==> src/rtl/vc_buffer_pkg.sv <==
// Shared flit-type encodings, lock states and default sizing for the VC input buffer.
// Latency: n/a (declarations only).
// Backpressure: n/a (declarations only).
package vc_buffer_pkg;

  localparam int DEF_FLIT_W = 34;
  localparam int DEF_NUM_VC = 4;
  localparam int DEF_DEPTH  = 4;

  // Flit type lives in the two MSBs of every flit
  localparam logic [1:0] HEAD     = 2'b00;
  localparam logic [1:0] BODY     = 2'b01;
  localparam logic [1:0] HEADTAIL = 2'b10;
  localparam logic [1:0] TAIL     = 2'b11;

  typedef enum logic {
    UNLOCKED = 1'b0,
    LOCKED   = 1'b1
  } lock_state_t;

  // HEAD and HEADTAIL both start a packet and must not interleave with an open one
  function automatic logic opens_packet(input logic [1:0] ftype);
    return (ftype == HEAD) || (ftype == HEADTAIL);
  endfunction

endpackage

==> src/rtl/vc_fifo.sv <==
// Single-VC flit FIFO with wrap-bit pointers, full/empty flags and occupancy.
// Latency: a write is visible on rd_dat/empty the cycle after the edge that stores it.
// Backpressure: writes while full and reads while empty are ignored; the caller gates on full/empty.
module vc_fifo
  import vc_buffer_pkg::*;
#(
  parameter int FLIT_W = DEF_FLIT_W,
  parameter int DEPTH  = DEF_DEPTH
) (
  input  logic                   clk,
  input  logic                   arst,
  input  logic                   wr_en,
  input  logic [FLIT_W-1:0]      wr_dat,
  input  logic                   rd_en,
  output logic [FLIT_W-1:0]      rd_dat,
  output logic                   full,
  output logic                   empty,
  output logic [$clog2(DEPTH):0] ocup
);

  localparam int ADDR_W = $clog2(DEPTH);
  localparam int PTR_W  = ADDR_W + 1;

  logic [FLIT_W-1:0] mem [DEPTH];
  logic [PTR_W-1:0]  wr_ptr;
  logic [PTR_W-1:0]  rd_ptr;
  logic              do_wr;
  logic              do_rd;

  // Same low bits: wrap bit tells empty (equal) from full (different)
  assign empty  = (wr_ptr == rd_ptr);
  assign full   = (wr_ptr[ADDR_W-1:0] == rd_ptr[ADDR_W-1:0]) &&
                  (wr_ptr[ADDR_W] != rd_ptr[ADDR_W]);
  assign ocup   = wr_ptr - rd_ptr;
  assign do_wr  = wr_en && !full;
  assign do_rd  = rd_en && !empty;
  assign rd_dat = mem[rd_ptr[ADDR_W-1:0]];

  // Storage array carries no reset; stale entries are never exposed because empty masks them
  always_ff @(posedge clk) begin
    if (do_wr) begin
      mem[wr_ptr[ADDR_W-1:0]] <= wr_dat;
    end
  end

  // Pointer advance; natural overflow of the wrap bit makes DEPTH-1 -> 0 seamless
  always_ff @(posedge clk or negedge arst) begin
    if (!arst) begin
      wr_ptr <= '0;
      rd_ptr <= '0;
    end else begin
      if (do_wr) wr_ptr <= wr_ptr + PTR_W'(1);
      if (do_rd) rd_ptr <= rd_ptr + PTR_W'(1);
    end
  end

endmodule

==> src/rtl/vc_input_buffer.sv <==
// Router input port buffer: per-VC FIFOs with packet lock tracking and protocol-error flagging.
// Latency: one cycle from an accepted write to valid_o/fdata_o; error_o one cycle after the violation.
// Backpressure: ready_o drops when the target VC is full or a new packet would interleave an open one.
module vc_input_buffer
  import vc_buffer_pkg::*;
#(
  parameter int FLIT_W = DEF_FLIT_W,
  parameter int NUM_VC = DEF_NUM_VC,   // power of two, >= 2
  parameter int DEPTH  = DEF_DEPTH,    // power of two, >= 2
  localparam int VC_W  = $clog2(NUM_VC),
  localparam int OCC_W = $clog2(DEPTH) + 1
) (
  input  logic                    clk,
  input  logic                    arst,
  input  logic [VC_W-1:0]         vc_id_i,
  input  logic [FLIT_W-1:0]       fdata_i,
  input  logic                    valid_i,
  output logic                    ready_o,
  input  logic [VC_W-1:0]         rd_vc_i,
  input  logic                    ready_i,
  output logic [FLIT_W-1:0]       fdata_o,
  output logic [NUM_VC-1:0]       valid_o,
  output logic [NUM_VC*OCC_W-1:0] ocup_o,
  output logic [NUM_VC-1:0]       locked_o,
  output logic                    error_o
);

  logic [1:0]        in_type;
  logic              opens;
  logic              tgt_locked;
  logic              wr_acc;
  logic              orphan;
  logic              store;
  logic              rd_ok;
  logic              rd_err;
  logic              wr_err;
  logic              err_q;
  logic [NUM_VC-1:0] full_v;
  logic [NUM_VC-1:0] empty_v;
  logic [FLIT_W-1:0] rd_dat_a [NUM_VC];
  logic [OCC_W-1:0]  ocup_a   [NUM_VC];
  lock_state_t       lock_q   [NUM_VC];
  lock_state_t       lock_d   [NUM_VC];

  assign in_type    = fdata_i[FLIT_W-1 -: 2];
  assign opens      = opens_packet(in_type);
  assign tgt_locked = (lock_q[vc_id_i] == LOCKED);

  // A full VC refuses even when it is being drained this cycle
  assign ready_o = !full_v[vc_id_i] && !(opens && tgt_locked);
  assign wr_acc  = valid_i && ready_o;

  // BODY/TAIL with no open packet is swallowed: handshake completes but nothing is stored
  assign orphan  = !opens && !tgt_locked;
  assign store   = wr_acc && !orphan;
  assign wr_err  = wr_acc && orphan;

  assign rd_ok   = ready_i && !empty_v[rd_vc_i];
  assign rd_err  = ready_i &&  empty_v[rd_vc_i];

  assign valid_o = ~empty_v;
  assign error_o = err_q;

  genvar g;
  generate
    for (g = 0; g < NUM_VC; g++) begin : g_vc
      vc_fifo #(
        .FLIT_W (FLIT_W),
        .DEPTH  (DEPTH)
      ) u_fifo (
        .clk    (clk),
        .arst   (arst),
        .wr_en  (store && (vc_id_i == VC_W'(g))),
        .wr_dat (fdata_i),
        .rd_en  (rd_ok && (rd_vc_i == VC_W'(g))),
        .rd_dat (rd_dat_a[g]),
        .full   (full_v[g]),
        .empty  (empty_v[g]),
        .ocup   (ocup_a[g])
      );

      assign ocup_o[g*OCC_W +: OCC_W] = ocup_a[g];
      assign locked_o[g]              = (lock_q[g] == LOCKED);
    end
  endgenerate

  // Lock state register for every VC
  always_ff @(posedge clk or negedge arst) begin
    if (!arst) begin
      for (int v = 0; v < NUM_VC; v++) lock_q[v] <= UNLOCKED;
    end else begin
      for (int v = 0; v < NUM_VC; v++) lock_q[v] <= lock_d[v];
    end
  end

  // Lock next state: accepted HEAD opens, accepted TAIL closes, HEADTAIL/BODY leave it alone
  always_comb begin
    for (int v = 0; v < NUM_VC; v++) begin
      lock_d[v] = lock_q[v];
      if (wr_acc && (vc_id_i == VC_W'(v))) begin
        if (in_type == HEAD) begin
          lock_d[v] = LOCKED;
        end else if (in_type == TAIL) begin
          lock_d[v] = UNLOCKED;
        end
      end
    end
  end

  // Oldest flit of the selected VC, forced to zero when that VC holds nothing
  always_comb begin
    fdata_o = '0;
    if (!empty_v[rd_vc_i]) begin
      fdata_o = rd_dat_a[rd_vc_i];
    end
  end

  // Registered single-cycle error pulse from either violation source
  always_ff @(posedge clk or negedge arst) begin
    if (!arst) begin
      err_q <= 1'b0;
    end else begin
      err_q <= wr_err || rd_err;
    end
  end

endmodule

==> config.mk <==
export PLATFORM = sky130hd
export DESIGN_NAME = vc_input_buffer
export DESIGN_NICKNAME = d
export VERILOG_FILES = /design/src/rtl/vc_buffer_pkg.sv /design/src/rtl/vc_fifo.sv /design/src/rtl/vc_input_buffer.sv
export SDC_FILE = /design/constraint.sdc
export NUM_CORES = 1
export LEC_CHECK = 0
export CORE_MARGIN = 3
export CORE_UTILIZATION = 35
export DETAILED_ROUTE_END_ITERATION = 8
export PLACE_DENSITY = 0.63
export SLEW_MARGIN = 10
export SYNTH_ARGS = -nofsm -noshare
export SYNTH_HDL_FRONTEND = slang
export SYNTH_SLANG_ARGS = --single-unit
==> constraint.sdc <==
create_clock -name clk -period 3.15 [get_ports clk]
set_input_delay 0.63 -clock clk [delete_from_list [all_inputs] [get_ports clk]]
set_output_delay 0.63 -clock clk [all_outputs]
set_load 0.01 [all_outputs]
# [After elaboration in Yosys (flattened, before gate mapping)]
# Memories as Yosys holds them, arrays and structs flattened.
# Index checks and enable logic that the tools add are counted.
[word_totals] reg_bits=29 latchBits=0 ramBits=544 romBits=0 input_bits=42 out_inout_bits=56 wordCells=133 mem_count=4
[mem_list] memory="g_vc[0].u_fifo.mem" words=4 word_bits=34 rd=1 rd_ports_with_merged_regs=0 wr=1 line_no="vc_fifo.sv:24" source="logic [FLIT_W-1:0] mem [DEPTH];"
[mem_list] memory="g_vc[1].u_fifo.mem" words=4 word_bits=34 rd=1 rd_ports_with_merged_regs=0 wr=1 line_no="vc_fifo.sv:24"
[mem_list] memory="g_vc[2].u_fifo.mem" words=4 word_bits=34 rd=1 rd_ports_with_merged_regs=0 wr=1 line_no="vc_fifo.sv:24"
[mem_list] memory="g_vc[3].u_fifo.mem" words=4 word_bits=34 rd=1 rd_ports_with_merged_regs=0 wr=1 line_no="vc_fifo.sv:24"
[classes] addsub=12 n_mul=0 div=0 magnitude_cmp=4 n_eq_ne=20 n_shift=0 muxes=21 n_bitwise=3 n_reduce_logical=56
[ops] cell="$mux W34" n=3
[ops] cell="$bmux W34 S2" n=1
[ops] cell="$logic_and A1 B1 Y1" n=32
[ops] cell="$add A3 B1 Y3 const B" n=8
[ops] cell="$logic_not A1 Y1" n=14
[ops] cell="$mux W1" n=14
[ops] cell="$eq A2 B2 Y1 const B" n=6
[ops] cell="$eq A3 B3 Y1" n=4
[ops] cell="$sub A3 B3 Y3" n=4
[ops] cell="$eq A2 B2 Y1" n=4
[ops] cell="$reduce_and A2 Y1" n=4
[ops] cell="$bmux W1 S2" n=3
[ops] cell="$ge A3 B3 Y1 const B" n=2
[ops] cell="$logic_not A2 Y1" n=3
[ops] cell="$lt A2 B3 Y1 const B" n=2
[ops] cell="$not A2 Y3" n=2
[ops] cell="$eq A2 B1 Y1 const B" n=2
[ops] cell="$ne A1 B1 Y1" n=4
[ops] cell="$not A4 Y4" n=1
[ops] cell="$logic_or A1 B1 Y1" n=2
[ops] cell="$reduce_bool A2 Y1" n=1

# [Depth between registers and ports, before layout]
[logic_depth] ltp_word=13 ltp_mapped=11 depth_no_buf=8

# [Hierarchy]
# A second synthesis with hierarchy kept.
[hier_totals] hier_cells=1030 area_unflattened_um2=23372.4
[by_module_without_submodules] mod="vc_fifo" n_inst=4 cells_per_inst=223 area_per_inst_um2=5372.7 seq_area_each_um2=4234.1
[by_module_without_submodules] mod="vc_input_buffer" n_inst=1 cells_per_inst=138 area_per_inst_um2=1881.8 seq_area_each_um2=125.1

# [Worst setup path before layout]
# Ideal clock, no wire load.
[synth_path] path_kind="reg-to-reg" start="register g_vc[2].u_fifo.rd_ptr[1]" end="memory g_vc[0].u_fifo.mem[1][0] in the netlist's numbering (enable)" setup_time_ns=0.394 arrival_ns=3.128 t_required_ns=2.756 setup_slack_ns=-0.372 path_stages_with_launch=11 n_path_buf=3 period_less_slack_ns=3.522 path_cell_list="dfrtp_1 clkbuf_1 clkbuf_1 inv_1 ha_1 nand2_1 nor2_1 a22oi_1 and4_4 clkbuf_1 and3_1"
[synth_between] elab_chain_cells=12
[synth_lines] element="start: declaration" line_no="vc_fifo.sv:26" source="logic [PTR_W-1:0] rd_ptr;"
[synth_lines] element="start signal: assignment" line_no="vc_fifo.sv:53" source="if (do_rd) rd_ptr <= rd_ptr + PTR_W'(1);"
[synth_lines] element="$eq A2 B2 Y1" line_no="vc_fifo.sv:32" source="assign full = (wr_ptr[ADDR_W-1:0] == rd_ptr[ADDR_W-1:0]) &&"
[synth_lines] element="$logic_and A1 B1 Y1" line_no="vc_fifo.sv:32"
[synth_lines] element="$bmux W1 S2" line_no="vc_input_buffer.sv:50" source="assign ready_o = !full_v[vc_id_i] && !(opens && tgt_locked);"
[synth_lines] element="$mux W1 (implied by the code)" line_no="vc_input_buffer.sv:50"
[synth_lines] element="$logic_not A1 Y1" line_no="vc_input_buffer.sv:50"
[synth_lines] element="$logic_and A1 B1 Y1" line_no="vc_input_buffer.sv:50"
[synth_lines] element="net ready_o" line_no="vc_input_buffer.sv:18" source="output logic ready_o,"
[synth_lines] element="$logic_and A1 B1 Y1" line_no="vc_input_buffer.sv:51" source="assign wr_acc = valid_i && ready_o;"
[synth_lines] element="$logic_and A1 B1 Y1" line_no="vc_input_buffer.sv:55" source="assign store = wr_acc && !orphan;"
[synth_lines] element="$logic_and A1 B1 Y1" line_no="vc_input_buffer.sv:73" source=".wr_en (store && (vc_id_i == VC_W'(g))),"
[synth_lines] element="$logic_and A1 B1 Y1" line_no="vc_fifo.sv:35" source="assign do_wr = wr_en && !full;"
[synth_lines] element="$mux W1" line_no="vc_fifo.sv:41" source="if (do_wr) begin"
[synth_lines] element="$mux W1 (implied by the code)" line_no="vc_fifo.sv:42" source="mem[wr_ptr[ADDR_W-1:0]] <= wr_dat;"
[synth_lines] element="end: declaration" line_no="vc_fifo.sv:24"
# The timed path passes the listed nets, and every way through them passes these cells. The select of a mux whose other input is x is not followed.

# [Worst setup path after layout]
[layout_path] start="register g_vc[2].u_fifo.rd_ptr[0]" end="output port fdata_o[26]"
[layout_between] elab_chain_cells=5 word_cells_on_any_way=8 cone_classes="1 x eq/ne; 6 x mux; 1 x memory"
[layout_lines] element="$mem_v2 Z4 W34"
[layout_lines] element="$bmux W34 S2" line_no="vc_input_buffer.sv:114" source="fdata_o = rd_dat_a[rd_vc_i];"
[layout_lines] element="$mux W34 (implied by the code) (2 in a row)" line_no="vc_input_buffer.sv:114"
[layout_lines] element="$mux W34 (*)" line_no="vc_input_buffer.sv:113" source="if (!empty_v[rd_vc_i]) begin"
[layout_lines] element="end: declaration" line_no="vc_input_buffer.sv:21" source="output logic [FLIT_W-1:0] fdata_o,"
# Mark *: on every way between the ends. The rest lies on a longest branch, timed or not. The select of a mux whose other input is x is not followed.

==> flow_summary_export.csv <==
group,metric,value,unit
run_status,status,"finished with violations",
run_status,violations,"negative setup slack",
global_route,top_usage_layer,"met2",
sta,period_share,108.2,%
sta,slew_violations,0,
worst_setup_path,critPathMaxFanout,6,
yosys,synthSimpleGateAreaFrac,2.529,%
route,vias,11060,
yosys,yosys.area.top_type,"edfxtp_1",
yosys,synth-edff-count,544,
route,antenna_left,0,
yosys,yosysWarnings,0,
sta,finalHoldViolations,0,
power_and_ir_drop,power_density,913.3,mW/mm2
sta,slew_headroom,59.16,%
global_route,antenna_found_initial,3,
yosys,yosys_register_bits,573,
placed_design,place_area,0.02597,mm2
clock_network,tritoncts,"built",
route,drtIter0Drc,937,
worst_setup_path,crit_required,2.52,ns
finish,area_delta_synth_final,28.16,%
die,die_y,260.2,um
worst_setup_path,endpoint_kind,"primary output",
placed_design,dp.cells,1999,
clock_network,cts_buffer_depth,3,
sta,period_needed,3.408,ns
finish,final_nets,1342,
power_and_ir_drop,p_total,26.47,mW
worst_setup_path,cp_num_buf_inv,3,
route,routed_via_density,5.123,
route,first_pass_iters,4,
worst_setup_path,cp-startpoint,"g_vc[2].u_fifo.rd_ptr[0]",
yosys,synthesis.nets,1066,
clock_network,clkSinkCount,573,
placed_design,gp_congestion,0.7834,
job,maxCapViolCount,0,
yosys,synth.distinct_cells,32,
worst_setup_path,arrival,2.78,ns
placed_design,io_buffer_count,97,
global_route,met3_usage,2.824,%
worst_setup_path,path_depth,6,
worst_setup_path,cp_top_family,"multiplexers",
sta,finClkSkew,0.03330,ns
yosys,synth_area,0.02261,mm2
sta,setup_viol_count_final,34,
die,start_util,35.59,%
clock_network,cts_max_level,2,
sta,fin_ws,-0.2579,ns
clock_network,clk_pin_slew,0.06,ns
yosys,synth_area_leaders,"edfxtp_1 (72%), mux4_2 (17%), dfrtp_1 (3.2%)",
global_route,grt_pass1_vias,11660,
route,routed_wl,55080,um
placed_design,dp_hpwl,32810,um
die,ios,98,
worst_setup_path,slowest_delay,0.51,ns
worst_setup_path,cp-start-kind,"register",
route,wl_per_cell,25.51,um
yosys,synthMuxAreaShare,17.58,%
sta,rsz0062_at_grt,"yes",
yosys,async_flop_share,5.061,%
worst_hold_path,holdCritPathClass,"primary input to async pin",
sta,whs,0.4077,ns
finish,final_cell_area,0.02898,mm2
worst_setup_path,slowest_stage,"mux4_2",
worst_setup_path,regToRegSetupSlack,0.55,ns
worst_setup_path,crit_chain,"buf_12 > buf_12 > mux4_2 > mux4_2 > nor2b_1 > dlygate4sd2_1",
die,die_area,0.06769,mm2
yosys,avgSynthCellArea,22.84,um2
worst_setup_path,worstSetupPathType,"register to primary output",
die,fp-row-count,92,
worst_setup_path,r2r-start,"g_vc[2].u_fifo.wr_ptr[0]",
global_route,grt_usage,16.12,%
global_route,grt_pass1_wl,78890,um
route,drcViolationCount,0,
die,die_x,260.2,um
clock_network,clk_latency,0.61,ns
global_route,grt_use_met2,27.92,%
global_route,grt-ovfl-total,0,
yosys,yosys.area.top_type_share,72.24,%
sta,tightest_slew,0.6079,ns
clock_network,cts_buffers,57,
global_route,grt_use_met1,20.57,%
sta,fmax,293.4,MHz
worst_setup_path,reg2reg_depth,11,
finish,fin_cells,2159,
yosys,synthXorXnorAreaFrac,0.9296,%
yosys,synth_top_family_by_area,"multiplexers",
yosys,synth_compound_area_share,0.1660,%
yosys,ys_seq_area_share,75.45,%
yosys,ys.flop_type,"edfxtp_1",
clock_network,cts_root_buf,"clkbuf_16",
power_and_ir_drop,p_leak,9.737,nW
worst_setup_path,r2r-end,"g_vc[3].u_fifo.mem[0][19]",
global_route,grt_max_degree,37,
yosys,yosys.area_share.adder,2.014,%
die,core,0.06354,mm2
power_and_ir_drop,vdd_drop_max,0.4135,mV
finish,utilization,45.61,%
finish,drive_above_1_share,40.12,%
yosys,synthCells,990,
metrics by stage:
step | setup slack (ns) | setup TNS [ns]
2_1_floorplan | -0.05474 | -1.861
4_1_cts | -0.3492 | -8.511
3_3_place_gp | -0.03254 | -0.03254
6_report | -0.2579 | -7.253
5_1_grt | -0.3449 | -9.904
3_5_place_dp | -0.01352 | -0.07836
layer usage:
layer	vias to the layer above	routed length, um
met5	-	11
met4	2	1563
met3	87	2608
met2	280	28560
met1	6016	22340
li1	4675	-
synthesized netlist by cell type (4+ instances only):
cell type,count
mux2_2,5
and3_1,17
inv_1,27
and2_1,6
nand2_1,16
nor2b_1,36
xnor2_1,16
xor2_1,8
nand3_1,6
nor2_1,7
dfrtp_1,29
mux2_1,4
buf_2,19
clkbuf_1,21
ha_1,30
nor3_1,5
fa_1,4
edfxtp_1,544
buf_1,4
mux4_2,172
placed cells by master, fill, tap and decap left out, drive strengths merged, types with 2 or more instances in the layout:
cell type / netlist / layout
xor2: 8 / 8
o21ai: 4 / 4
fa: 4 / 4
diode: 0 / 2
ha: 30 / 30
nor2: 7 / 7
clkbuf: 21 / 65
dfrtp: 29 / 29
and3: 17 / 17
edfxtp: 544 / 544
bufinv: 0 / 7
buf: 24 / 197
nor3: 6 / 6
mux4: 172 / 172
nand3: 6 / 6
nand2: 16 / 16
inv: 27 / 28
clkinvlp: 0 / 4
clkdlybuf4s50: 0 / 55
mux2: 9 / 9
and2: 6 / 6
nor2b: 36 / 36
dlygate4sd2: 0 / 7
clkinv: 0 / 28
xnor2: 16 / 16
final cells by class:
type / count / area (um2)
Multi-Input combinational cell: 345 / 5585
Antenna cell: 2 / 5.005
Clock buffer: 64 / 1474
Clock inverter: 40 / 382.9
Inverter: 27 / 101.3
Timing Repair Buffer: 262 / 3302
Fill cell: 5277 / 34560
Sequential cell: 573 / 17070
Tap cell: 846 / 1059
worst max path at each step:
stage	to	slack, ns
global placement	ready_o	-0.03
detailed placement	ready_o	-0.01
finish	fdata_o[26]	-0.26
CTS	fdata_o[20]	-0.35
global route	fdata_o[19]	-0.34
floorplan	g_vc[3].u_fifo.mem[2][0]	-0.05
flip-flops by register name (all words and copies together), names as in the netlist:
register	flops
g_vc.u_fifo.mem	544
g_vc.u_fifo.rd_ptr	12
g_vc.u_fifo.wr_ptr	12
locked_o	4
error_o	1
power breakdown:
group / switching (mW) / internal, mW / total (mW)
clock: 2.83 / 3.92 / 6.75
sequential: 0.217 / 8.85 / 9.07
combinational: 4.72 / 5.93 / 10.6
total: 7.76 / 18.7 / 26.5
timing repair:
item / in CTS / in global routing
hold buffers: 0 / 0
setup buffers: 36 / 13
gates resized for setup: 224 / 48
gates cloned: 9 / 2
setup endpoints to repair: 39 / 36
pin swaps: 3 / 1
cells by family after synthesis:
family,Yosys count
buf+inv,72
xor+xnor,24
fa+ha+maj,34
flops,573
mux,181
simple gates,100
compound gates,6
worst register-to-register path: stages (launching register included):
cell,delay (ns)
dfrtp_1,0.39
inv_1,0.11
ha_4,0.21
buf_4,0.13
nand2_1,0.06
nor2_1,0.06
a22oi_1,0.21
and4_4,0.25
buf_4,0.23
and2_1,0.21
and2_2,0.22
buf_12,0.19
Power figures use the tool's default switching activity.
